<file path="src/rtl/parking_pkg.sv">
// rtl/parking_pkg.sv - shared constants and status encoding for the parking slot manager
// Contents: status_e (lot status encoding), NUM_SLOTS_DEFAULT, STATS_W.
package parking_pkg;

    typedef enum logic [1:0] {
        ST_EMPTY   = 2'b00,
        ST_PARTIAL = 2'b01,
        ST_FULL    = 2'b10
    } status_e;

    localparam int NUM_SLOTS_DEFAULT = 8;
    localparam int STATS_W           = 16;

endpackage

</file>
<file path="src/rtl/parking_free_slot_finder.sv">
// rtl/parking_free_slot_finder.sv - combinational lowest-zero priority encoder
// Ports:
//   occupancy  in   NUM_SLOTS  bit i=1 means slot i is taken
//   found      out  1          at least one slot is free
//   index      out  IDX_W      lowest free slot index (0 when none free)
module parking_free_slot_finder #(
    parameter int  NUM_SLOTS = 8,
    localparam int IDX_W     = $clog2(NUM_SLOTS)
) (
    input  logic [NUM_SLOTS-1:0] occupancy,
    output logic                 found,
    output logic [IDX_W-1:0]     index
);

    // Scan from the top down so the lowest free slot is the last to win.
    always_comb begin
        found = 1'b0;
        index = '0;
        for (int i = NUM_SLOTS - 1; i >= 0; i--) begin
            if (!occupancy[i]) begin
                found = 1'b1;
                index = i[IDX_W-1:0];
            end
        end
    end

endmodule

</file>
<file path="src/rtl/parking_slot_manager.sv">
// rtl/parking_slot_manager.sv - parking-lot slot allocator with free count and lot status
// Optional feature macro: PARKING_STATS_EN (adds total_entries / total_refusals).
// Ports:
//   clk, rst_n                    clock, asynchronous active-low reset
//   enter_req                     car arrival request
//   enter_ack / enter_nack        grant / lot-full refusal pulses
//   enter_slot                    granted slot, held between grants
//   exit_req, exit_slot           car departure request and slot being vacated
//   exit_ack / exit_err           release / invalid-release pulses
//   park_location                 occupancy vector
//   free_count                    number of free slots
//   lot_full, lot_empty           lot status flags
//   total_entries, total_refusals saturating statistics (PARKING_STATS_EN only)
module parking_slot_manager
    import parking_pkg::*;
#(
    parameter int  NUM_SLOTS = NUM_SLOTS_DEFAULT,
    localparam int IDX_W     = $clog2(NUM_SLOTS),
    localparam int CNT_W     = $clog2(NUM_SLOTS + 1)
) (
    input  logic                 clk,
    input  logic                 rst_n,
    input  logic                 enter_req,
    output logic                 enter_ack,
    output logic                 enter_nack,
    output logic [IDX_W-1:0]     enter_slot,
    input  logic                 exit_req,
    input  logic [IDX_W-1:0]     exit_slot,
    output logic                 exit_ack,
    output logic                 exit_err,
    output logic [NUM_SLOTS-1:0] park_location,
    output logic [CNT_W-1:0]     free_count,
    output logic                 lot_full,
    output logic                 lot_empty
`ifdef PARKING_STATS_EN
    ,
    output logic [STATS_W-1:0]   total_entries,
    output logic [STATS_W-1:0]   total_refusals
`endif
);

    localparam logic [CNT_W-1:0] ALL_FREE  = NUM_SLOTS[CNT_W-1:0];
    localparam logic [IDX_W:0]   SLOTS_EXT = NUM_SLOTS[IDX_W:0];

    logic                 slot_found;
    logic [IDX_W-1:0]     free_idx;
    logic                 grant;
    logic                 refuse;
    logic                 exit_in_range;
    logic [NUM_SLOTS-1:0] exit_shifted;
    logic                 release_ok;
    logic                 release_bad;
    logic [NUM_SLOTS-1:0] set_mask;
    logic [NUM_SLOTS-1:0] clr_mask;
    logic [NUM_SLOTS-1:0] next_occ;
    logic [CNT_W-1:0]     next_free;
    status_e              status_q;
    status_e              status_d;

    // Entry is judged against occupancy before this cycle's exit, so a slot
    // being vacated now is still seen as taken and is never handed out.
    parking_free_slot_finder #(
        .NUM_SLOTS (NUM_SLOTS)
    ) u_finder (
        .occupancy (park_location),
        .found     (slot_found),
        .index     (free_idx)
    );

    assign grant  = enter_req & slot_found;
    assign refuse = enter_req & ~slot_found;

    // The shift avoids indexing past the vector when exit_slot is out of range.
    assign exit_in_range = ({1'b0, exit_slot} < SLOTS_EXT);
    assign exit_shifted  = park_location >> exit_slot;
    assign release_ok    = exit_req & exit_in_range & exit_shifted[0];
    assign release_bad   = exit_req & ~release_ok;

    always_comb begin
        set_mask = '0;
        clr_mask = '0;
        if (grant) begin
            set_mask = {{(NUM_SLOTS-1){1'b0}}, 1'b1} << free_idx;
        end
        if (release_ok) begin
            clr_mask = {{(NUM_SLOTS-1){1'b0}}, 1'b1} << exit_slot;
        end
        next_occ = (park_location | set_mask) & ~clr_mask;
    end

    // A grant and a release in the same cycle cancel out.
    always_comb begin
        next_free = free_count;
        if (grant && !release_ok) begin
            next_free = free_count - 1'b1;
        end else if (!grant && release_ok) begin
            next_free = free_count + 1'b1;
        end
    end

    always_ff @(posedge clk or negedge rst_n) begin
        if (!rst_n) begin
            park_location <= '0;
            free_count    <= ALL_FREE;
            enter_ack     <= 1'b0;
            enter_nack    <= 1'b0;
            enter_slot    <= '0;
            exit_ack      <= 1'b0;
            exit_err      <= 1'b0;
        end else begin
            park_location <= next_occ;
            free_count    <= next_free;
            enter_ack     <= grant;
            enter_nack    <= refuse;
            exit_ack      <= release_ok;
            exit_err      <= release_bad;
            if (grant) begin
                enter_slot <= free_idx;
            end
        end
    end

    // Lot status FSM: state register.
    always_ff @(posedge clk or negedge rst_n) begin
        if (!rst_n) begin
            status_q <= ST_EMPTY;
        end else begin
            status_q <= status_d;
        end
    end

    // Lot status FSM: next state follows the count being loaded this edge.
    always_comb begin
        status_d = ST_PARTIAL;
        if (next_free == ALL_FREE) begin
            status_d = ST_EMPTY;
        end else if (next_free == '0) begin
            status_d = ST_FULL;
        end
    end

    // Lot status FSM: outputs.
    always_comb begin
        lot_full  = 1'b0;
        lot_empty = 1'b0;
        case (status_q)
            ST_EMPTY: lot_empty = 1'b1;
            ST_FULL:  lot_full  = 1'b1;
            default:  ;
        endcase
    end

`ifdef PARKING_STATS_EN
    always_ff @(posedge clk or negedge rst_n) begin
        if (!rst_n) begin
            total_entries  <= '0;
            total_refusals <= '0;
        end else begin
            if (grant && (total_entries != '1)) begin
                total_entries <= total_entries + 1'b1;
            end
            if (refuse && (total_refusals != '1)) begin
                total_refusals <= total_refusals + 1'b1;
            end
        end
    end
`endif

endmodule

</file>
<file path="config.mk">
export PLATFORM = sky130hd
export DESIGN_NAME = parking_slot_manager
export DESIGN_NICKNAME = d
export VERILOG_FILES = /design/src/rtl/parking_pkg.sv /design/src/rtl/parking_free_slot_finder.sv /design/src/rtl/parking_slot_manager.sv
export SDC_FILE = /design/constraint.sdc
export NUM_CORES = 1
export LEC_CHECK = 0
export CAP_MARGIN = 20
export CORE_MARGIN = 1.5
export CORE_UTILIZATION = 51
export CTS_BUF_LIST = sky130_fd_sc_hd__clkbuf_8
export CTS_CLUSTER_DIAMETER = 60
export DETAILED_ROUTE_END_ITERATION = 10
export PLACE_DENSITY = 0.8
export SYNTH_ARGS = -nofsm -noshare
export SYNTH_HDL_FRONTEND = slang
export SYNTH_SLANG_ARGS = --single-unit
</file>
<file path="constraint.sdc">
create_clock -name clk -period 2.3 [get_ports clk]
set_clock_uncertainty 0.1 [all_clocks]
set_input_delay 0.575 -clock clk [delete_from_list [all_inputs] [get_ports clk]]
set_output_delay 0.575 -clock clk [all_outputs]
set_load 0.03 [all_outputs]
</file>
==> metrics.md, run 1 <==
| Metric | Value |
|---|---|
| Outcome | `finished clean` |
| Post-synthesis mux area share | `under 10%` |
| Worst Setup SP | `exit_slot[1]` |
| Syn_nets | `120` |
| CP Capture Type | `flop` |
| Maximum Capacitance Violations | `0` |
| WL/cell | `between 15 and 20 um` |
| PD cells | `1226 nW/um^2` |
| Maximum VDD drop | `884.9 uV` |
| Via count | `between 1000 and 1500` |
| Cts hold-fix bufs | `0` |
| FFs w/ async S/R, synth | `between 90% and 100%` |
| Fin crit share | `between 90% and 100%` |
| Sequential area share after synthesis | `43.49%` |
| Clock power share | `11.6%` |
| Die Area | `2676 um^2` |
| Fin nets | `175` |
| Die width | `around 52 um` |
| Most common cell after layout, fill and taps aside | `buf_4` |
| Relative slew margins | `a little under three fifths` |
| CTS tree | `built` |
| Crit path time final | `2253 ps` |
| Drc violations | `0` |
| Slew at the pin closest to its max-slew limit | `roughly 640 ps` |
| Gp weighted congestion | `between 0.8 and 0.9` |
| Fin util | `78.32%` |
| P_leak | `0.7756 nW` |
| Slew Viols, Final | `0` |
| Synth Area in Adders | `under 10%` |
| TritonCTS Buffers | `3` |
| Psw | `around 0.00095 W` |
| Critical path class | `in -> reg` |
| Fin Setup TNS | `0 ps` |
| Synth Instances | `between 100 and 150` |
| H-tree depth | `1` |
| Num rows | `17` |
| Core box area | `roughly 2200 um^2` |
| Main flop type after synthesis | `dfrtp_1` |
| Design area | `around 1700 um^2` |
| Critical R2R Launch | `park_location[3]$_DFF_PN0_` |
| Yosys cell types | `44` |
| Max frequency | `between 0.4 and 0.5 GHz` |
| CP arrival | `roughly 2300 ps` |
| Combinational Power Share | `a little under three fifths` |
| Share of cells above drive strength 1 | `32.73%` |
| Hold Crit Start | `enter_slot[1]$_DFFE_PN0P_` |
| First-pass GRT wire length | `5306 um` |
| Count of input and output buffers | `27` |
| Clock buffer depth | `2` |
| Routed Antenna Nets | `0` |
| Area delta synth->final | `44.42%` |
| Clock Latency Late Sink | `roughly 260 ps` |
| Final Non-Filler Cells | `around 190` |
| Final Setup Violations | `0` |
| Startpoint types | `input port` |
| # clock sinks | `21` |
| Inserted Diodes | `0` |
| Largest family of logic cells by synthesized area | `compound AO/OA/AOI/OAI gates` |
| Drt pass-1 iters | `4` |
| Initial antenna violation count | `0` |
| Vias per cell | `5.674` |
| Mean Syn Cell Area | `10.91 um^2` |
| EDFF count, synth | `0` |
| Internal power | `approximately 0.0012 W` |
| Total grt overflow | `0` |
| CP Max Fanout | `6` |
| Post-synthesis compound-gate area fraction | `a little over a fifth` |
| Placed Cells | `between 150 and 200` |
| Sequential share of power | `between 30% and 40%` |
| Commonest cells after routing, fill and taps aside | `26 x buf_4, 23 x clkdlybuf4s50_1, 15 x dfrtp_1` |
| Worst Path Required | `2370 ps` |
| Synthesized flop and latch total | `21` |
| Hold Vio Cnt, Final | `0` |
| Post-Synth XOR/XNOR Area | `approximately 3.7%` |
| Placed cell area | `roughly 1700 um^2` |
| Hold Path Class | `reg -> reg` |
| Initial detailed-routing violation count | `just over 50` |
| # IOs | `28` |
| Root Driver | `clkbuf_8` |
| Starting density of the core | `between 50 and 60%` |
| R2r setup slk | `approximately 100 ps` |
| Synth Cell Area | `1211 um^2` |
| Largest net degree at the start of global routing | `22` |
| Sw Ratio | `between 40% and 50%` |
| Post-synthesis simple-gate area fraction | `20.66%` |
| Ys Warns | `0` |
| Vias in the first global route | `~1100` |
| Unrepaired setup endpoints after global routing | `false` |
| HPWL after DPL | `approximately 2300 um` |
| Clock-pin slew on the worst setup and hold paths | `80 ps` |
| Tot GR Track Use | `roughly 27%` |
| Chip height | `between 50 and 60 um` |
| WL final | `~3100 um` |
registers in the layout, indices dropped and copies added (netlist names):
register and count:
exit_ack 1, enter_ack 1, free_count 4, status_q 2
exit_err 1, enter_nack 1, park_location 8, enter_slot 3
through the flow:
stage          total power [W]  worst slack (ps)  hold slack, ps
2_1_floorplan         0.001388             14.26           179.4
3_3_place_gp          0.001827            -451.3           357.0
3_5_place_dp          0.001874            -558.1           377.1
4_1_cts               0.002132             56.10           396.4
5_1_grt               0.002274             8.391           420.6
6_report              0.002144             47.30           386.4
power by group through the flow:
stage | Sequential (W) | Clock (W) | Combinational, W
4_1_cts | 0.000663 | 0.000247 | 0.00122
6_report | 0.000665 | 0.000249 | 0.00123
3_3_place_gp | 0.000657 | 0 | 0.00117
3_5_place_dp | 0.000670 | 0 | 0.00120
2_1_floorplan | 0.000872 | 0 | 0.000515
5_1_grt | 0.000690 | 0.000266 | 0.00132
per-layer routing:
layer  track usage (%)  wire [um]
met3             4.310        177
met1             35.79       1327
met2             44.66       1533
met5                 0          0
met4             10.53         65
cells in the mapped netlist (2+ instances only):
master / instances / area [um^2]
and3_1: 2 / 12.51
o31ai_4: 2 / 42.54
nand2_1: 11 / 41.29
a21o_1: 2 / 15.01
nand2b_1: 2 / 12.51
o21ai_0: 3 / 15.01
nor2b_1: 5 / 31.28
nor2_1: 9 / 33.78
clkbuf_2: 2 / 10.01
a21oi_1: 6 / 30.03
nand4b_1: 2 / 17.52
inv_1: 4 / 15.01
ha_1: 2 / 25.02
a31oi_1: 8 / 50.05
dfrtp_1: 20 / 500.5
mux2i_1: 3 / 30.03
final timing paths:
check	endpoint	cells after the start
hold / removal	enter_slot[1]$_DFFE_PN0P_	2
max in group asynchronous	free_count[3]$_DFF_PN1_	2
hold reg to reg	enter_slot[1]$_DFFE_PN0P_	2
setup reg to reg	status_q[1]$_DFF_PN0_	8
setup / recovery	status_q[1]$_DFF_PN0_	8
min in group asynchronous	enter_nack$_DFF_PN0_	2
kinds of logic (layout without fill, tap and decap cells):
group,count (synthesis),after routing
xor gates and xnor gates,3,3
muxes,5,5
adders and majority gates,2,2
and+or+nand+nor,40,40
AOI/OAI and AO/OA,31,31
buffers and inverters,9,63
DFF,21,21
worst max-delay path, stage by stage:
cell,delay (ps)
clkdlybuf4s15_2,270
mux2_2,380
o22ai_4,240
o31ai_4,120
buf_4,150
o2bb2a_4,210
xnor2_4,130
a311oi_2,240
what timing repair did:
action / 4_1_cts / 5_1_grt
setup buffers: 2 / 1
endpoints found under the setup margin: 13 / 3
pin swaps: 4 / 3
gates resized for setup: 6 / 3
area by class of cell:
class | instances | area [um^2]
clock buffer | 3 | 41.29
clock inverter | 1 | 5.005
fill | 149 | 484.2
inverter | 6 | 28.78
multi-input combinational | 81 | 639.4
sequential | 21 | 533.0
tap | 28 | 35.03
timing repair buffer | 53 | 466.7
No activity file was read; power rests on OpenSTA's default activity.
==> inputs of run 2 (changes only) <==
ABC_AREA = 1   (was default)
==> metrics.md, run 2 <==
| Metric | Value |
|---|---|
| Tot GR Track Use | `24.33% (-2.8 points)` |
| Chip height | `52.04 um (+0.59%)` |
| CP Cell Sequence | `clkdlybuf4s50_1` |
| CP Capture Type | `output port` |
| # clock sinks | `21 (unchanged)` |
| Fin nets | `214 (+22%)` |
| Clock Latency Late Sink | `250 ps (about the same)` |
| Post-synthesis simple-gate area fraction | `33.78% (+13 points)` |
| Gp weighted congestion | `0.8733 (+4.4%)` |
| Yosys cell types | `27 (-39%)` |
| Post-synthesis compound-gate area fraction | `9.082% (-13 points)` |
| Synthesized flop and latch total | `21 (unchanged)` |
| Area share of the largest cell type after synthesis | `40.82% (-0.51 points)` |
| Most frequent cell after synthesis | `nand2_1` |
| Num rows | `17 (unchanged)` |
| Synth Cell Area | `1226 um^2 (+1.2%)` |
| Top Registers | `park_location: 8 flops, free_count: 4 flops, enter_slot: 3 flops` |
| Sequential area share after synthesis | `42.96% (-0.53 points)` |
| Largest Register | `park_location` |
| Final Setup Violations | `0 (unchanged)` |
| Largest net degree at the start of global routing | `22 (unchanged)` |
| Max frequency | `0.4611 GHz (+3.9%)` |
| PnR Total Power | `0.002155 W (+0.52%)` |
| Synth Instances | `164 (+48%)` |
| Mean Syn Cell Area | `7.477 um^2 (-31%)` |
| Crit path time final | `2169 ps (-83.76 ps)` |
| Hold Path Class | `reg -> reg` |
| TritonCTS Buffers | `3 (unchanged)` |
| WL final | `2961 um (-4.6%)` |
| Syn_nets | `173 (+44%)` |
| Internal power | `0.001111 W (-7.2%)` |
| Clock buffer depth | `2 (unchanged)` |
| Commonest cells after routing, fill and taps aside | `48 x nand2_1, 26 x inv_1, 26 x clkdlybuf4s50_1` |
| EDFF count, synth | `0 (unchanged)` |
| Total grt overflow | `0 (unchanged)` |
| Area delta synth->final | `33.98%` |
| CTS tree | `built` |
| Combinational Power Share | `58.0% (+0.6 points)` |
| Relative slew margins | `71.11% (+14 points)` |
| Startpoint types | `flop` |
| Drc violations | `0 (unchanged)` |
| Ys Warns | `0 (unchanged)` |
| Vias in the first global route | `1196 (+6.3%)` |
| Maximum Capacitance Violations | `0 (unchanged)` |
| H-tree depth | `1 (unchanged)` |
| Root Driver | `clkbuf_8` |
| Inserted Diodes | `0 (unchanged)` |
| Core box area | `2233 um^2 (unchanged)` |
| Fin Setup TNS | `0 ps (unchanged)` |
| Synth top area cells | `dfrtp_1 41%, nand2_1 15%, inv_1 7.7%` |
| Critical-path top delay cell | `clkdlybuf4s50_1` |
| WL/cell | `12.76 um (-21%)` |
| Final Non-Filler Cells | `232 (+20%)` |
| Placed Cells | `228 (+23%)` |
| Synth top cells by count | `48 x nand2_1, 25 x inv_1, 20 x dfrtp_1, 15 x nand3_1, 12 x nor2_1` |
| Hold Vio Cnt, Final | `0 (unchanged)` |
| First-pass GRT wire length | `4968 um (-6.4%)` |
| Share of cells above drive strength 1 | `15.20% (-18 points)` |
| Worst Path Required | `1620 ps (-750 ps)` |
| Clock-pin slew on the worst setup and hold paths | `70 ps (about the same)` |
| Worst path bufs/invs | `1 (-1)` |
| Outcome | `finished clean` |
| Worst path top cell family by delay | `buffers and inverters` |
| # IOs | `28 (unchanged)` |
| Maximum VDD drop | `827.8 uV (-6.5%)` |
| Initial antenna violation count | `0 (unchanged)` |
| CP arrival | `1490 ps (-830 ps)` |
| Fin crit share | `94.30% (-3.6 points)` |
| Post-synthesis mux area share | `0% (-4.6 points)` |
| Synth Area in Adders | `2.041% (-0.025 points)` |
| P_leak | `0.8587 nW (+11%)` |
| Initial detailed-routing violation count | `34 (-33%)` |
| FFs w/ async S/R, synth | `100.0% (unchanged)` |
| Post-Synth XOR/XNOR Area | `1.429% (-2.3 points)` |
| CP Max Fanout | `4 (-2)` |
| Max FFs per register | `8 (unchanged)` |
| Slew at the pin closest to its max-slew limit | `431.3 ps (-208.5 ps)` |
| Count of input and output buffers | `27 (unchanged)` |
| Sw Ratio | `48.44% (+4.3 points)` |
| PD cells | `1312 nW/um^2 (+7.0%)` |
| Peak per-stage delay on the critical path | `670 ps (+290 ps)` |
| Most common cell after layout, fill and taps aside | `nand2_1` |
| Die width | `52.04 um (+0.59%)` |
| Top cell type by total area after synthesis | `dfrtp_1` |
| Largest family of logic cells by synthesized area | `simple AND/OR/NAND/NOR gates` |
| Fillers | `187 (+26%)` |
| HPWL after DPL | `2390 um (+5.6%)` |
| Unrepaired setup endpoints after global routing | `false` |
| Critical path class | `reg -> out` |
| Via count | `1194 (+9.0%)` |
| Starting density of the core | `54.90% (+0.67 points)` |
| Main flop type after synthesis | `dfrtp_1` |
| Routed Antenna Nets | `0 (unchanged)` |
| Sequential share of power | `31.3% (+0.3 points)` |
| Slew Viols, Final | `0 (unchanged)` |
| Drt pass-1 iters | `4 (unchanged)` |
| Psw | `0.001044 W (+10%)` |
| Final hold slack | `403.6 ps (+17.16 ps)` |
| Clock power share | `10.7% (-0.9 points)` |
| Vias per cell | `5.147 (-9.3%)` |
| Die Area | `2708 um^2 (+1.2%)` |
run 2: changes by cell type after synthesis, sizes merged, moves of 3 or more:
cell / change
mux2i: -3
nor2b: -6
inv: +24
o21ai: +3
nor2: +5
nand3: +16
nand2b: -3
a21oi: -4
nand2: +42
run 2: power by group through the flow:
| stage | sequential, W | clock [W] | combinational, W |
|---|---|---|---|
| 2_1_floorplan | 0.000895 | 0 | 0.000570 |
| 3_3_place_gp | 0.000674 | 0 | 0.00122 |
| 3_5_place_dp | 0.000680 | 0 | 0.00125 |
| 4_1_cts | 0.000674 | 0.000236 | 0.00125 |
| 5_1_grt | 0.000693 | 0.000244 | 0.00138 |
| 6_report | 0.000675 | 0.000230 | 0.00125 |
run 2: worst paths after layout:
kind | from | end | slack, ps | cells after the start
min reg2reg | enter_slot[1]$_DFFE_PN0P_ | enter_slot[1]$_DFFE_PN0P_ | 400 | 2
max | free_count[3]$_DFF_PN1_ | free_count[3] | 130 | 1
max reg2reg | park_location[2]$_DFF_PN0_ | status_q[0]$_DFF_PN0_ | 380 | 11
min in group asynchronous | rst_n | enter_slot[2]$_DFFE_PN0P_ | 590 | 2
min | enter_slot[1]$_DFFE_PN0P_ | enter_slot[1]$_DFFE_PN0P_ | 400 | 2
max in group asynchronous | rst_n | free_count[3]$_DFF_PN1_ | 1240 | 2
run 2: metrics by stage:
stage	util [%]	area (um^2)	worst slack, ps
2_1_floorplan	-	1226	489.8
3_3_place_gp	71.43	1595	-160.8
3_5_place_dp	71.43	1595	-258.3
4_1_cts	73.45	1640	9.884
5_1_grt	73.56	1643	33.59
6_report	73.56	1643	131.1
run 2: area by class of cell:
| class | instances | area, um^2 | share of cell area (%) |
|---|---|---|---|
| multi-input cells | 111 | 568.0 | 34.58 |
| flip-flops and latches | 21 | 526.8 | 32.06 |
| repair buffers | 38 | 355.3 | 21.63 |
| inverters | 30 | 112.6 | 6.855 |
| clock buffers | 3 | 41.29 | 2.513 |
| well taps | 28 | 35.03 | 2.133 |
| clock inverters | 1 | 3.754 | 0.2285 |
run 2: worst min-delay path, cell delays in order, from the launching register on:
cell,delay (ps)
dfrtp_1,360
nand2_1,50
o21ai_0,60
run 2: logic make-up (layout without fill, tap and decap cells):
group | Yosys count | in the layout
and+or+nand+nor | 89 | 89
AOI/OAI and AO/OA | 18 | 18
adders and majority gates | 2 | 2
DFF | 21 | 21
xor gates and xnor gates | 2 | 2
buffers and inverters | 32 | 72
run 2: metal layers:
metal / GRT usage [%] / vias up / wire length, um
li1: - / 597 / -
met1: 32.72 / 560 / 1348
met2: 40.72 / 33 / 1470
met3: 3.161 / 4 / 121
met4: 7.018 / 0 / 20
met5: 0 / - / 0
run 2: repair_timing:
action / CTS / global route
hold buffers: 0 / 0
gates resized for setup: 0 / 1
endpoints found under the setup margin: 0 / 11
buffers inserted: 0 / 0
==> inputs of run 3 (changes only) <==
CAP_MARGIN = default   (was 20)
==> results of run 3 <==
Same layout as run 2: the final DEF is identical, and so are final timing and power.
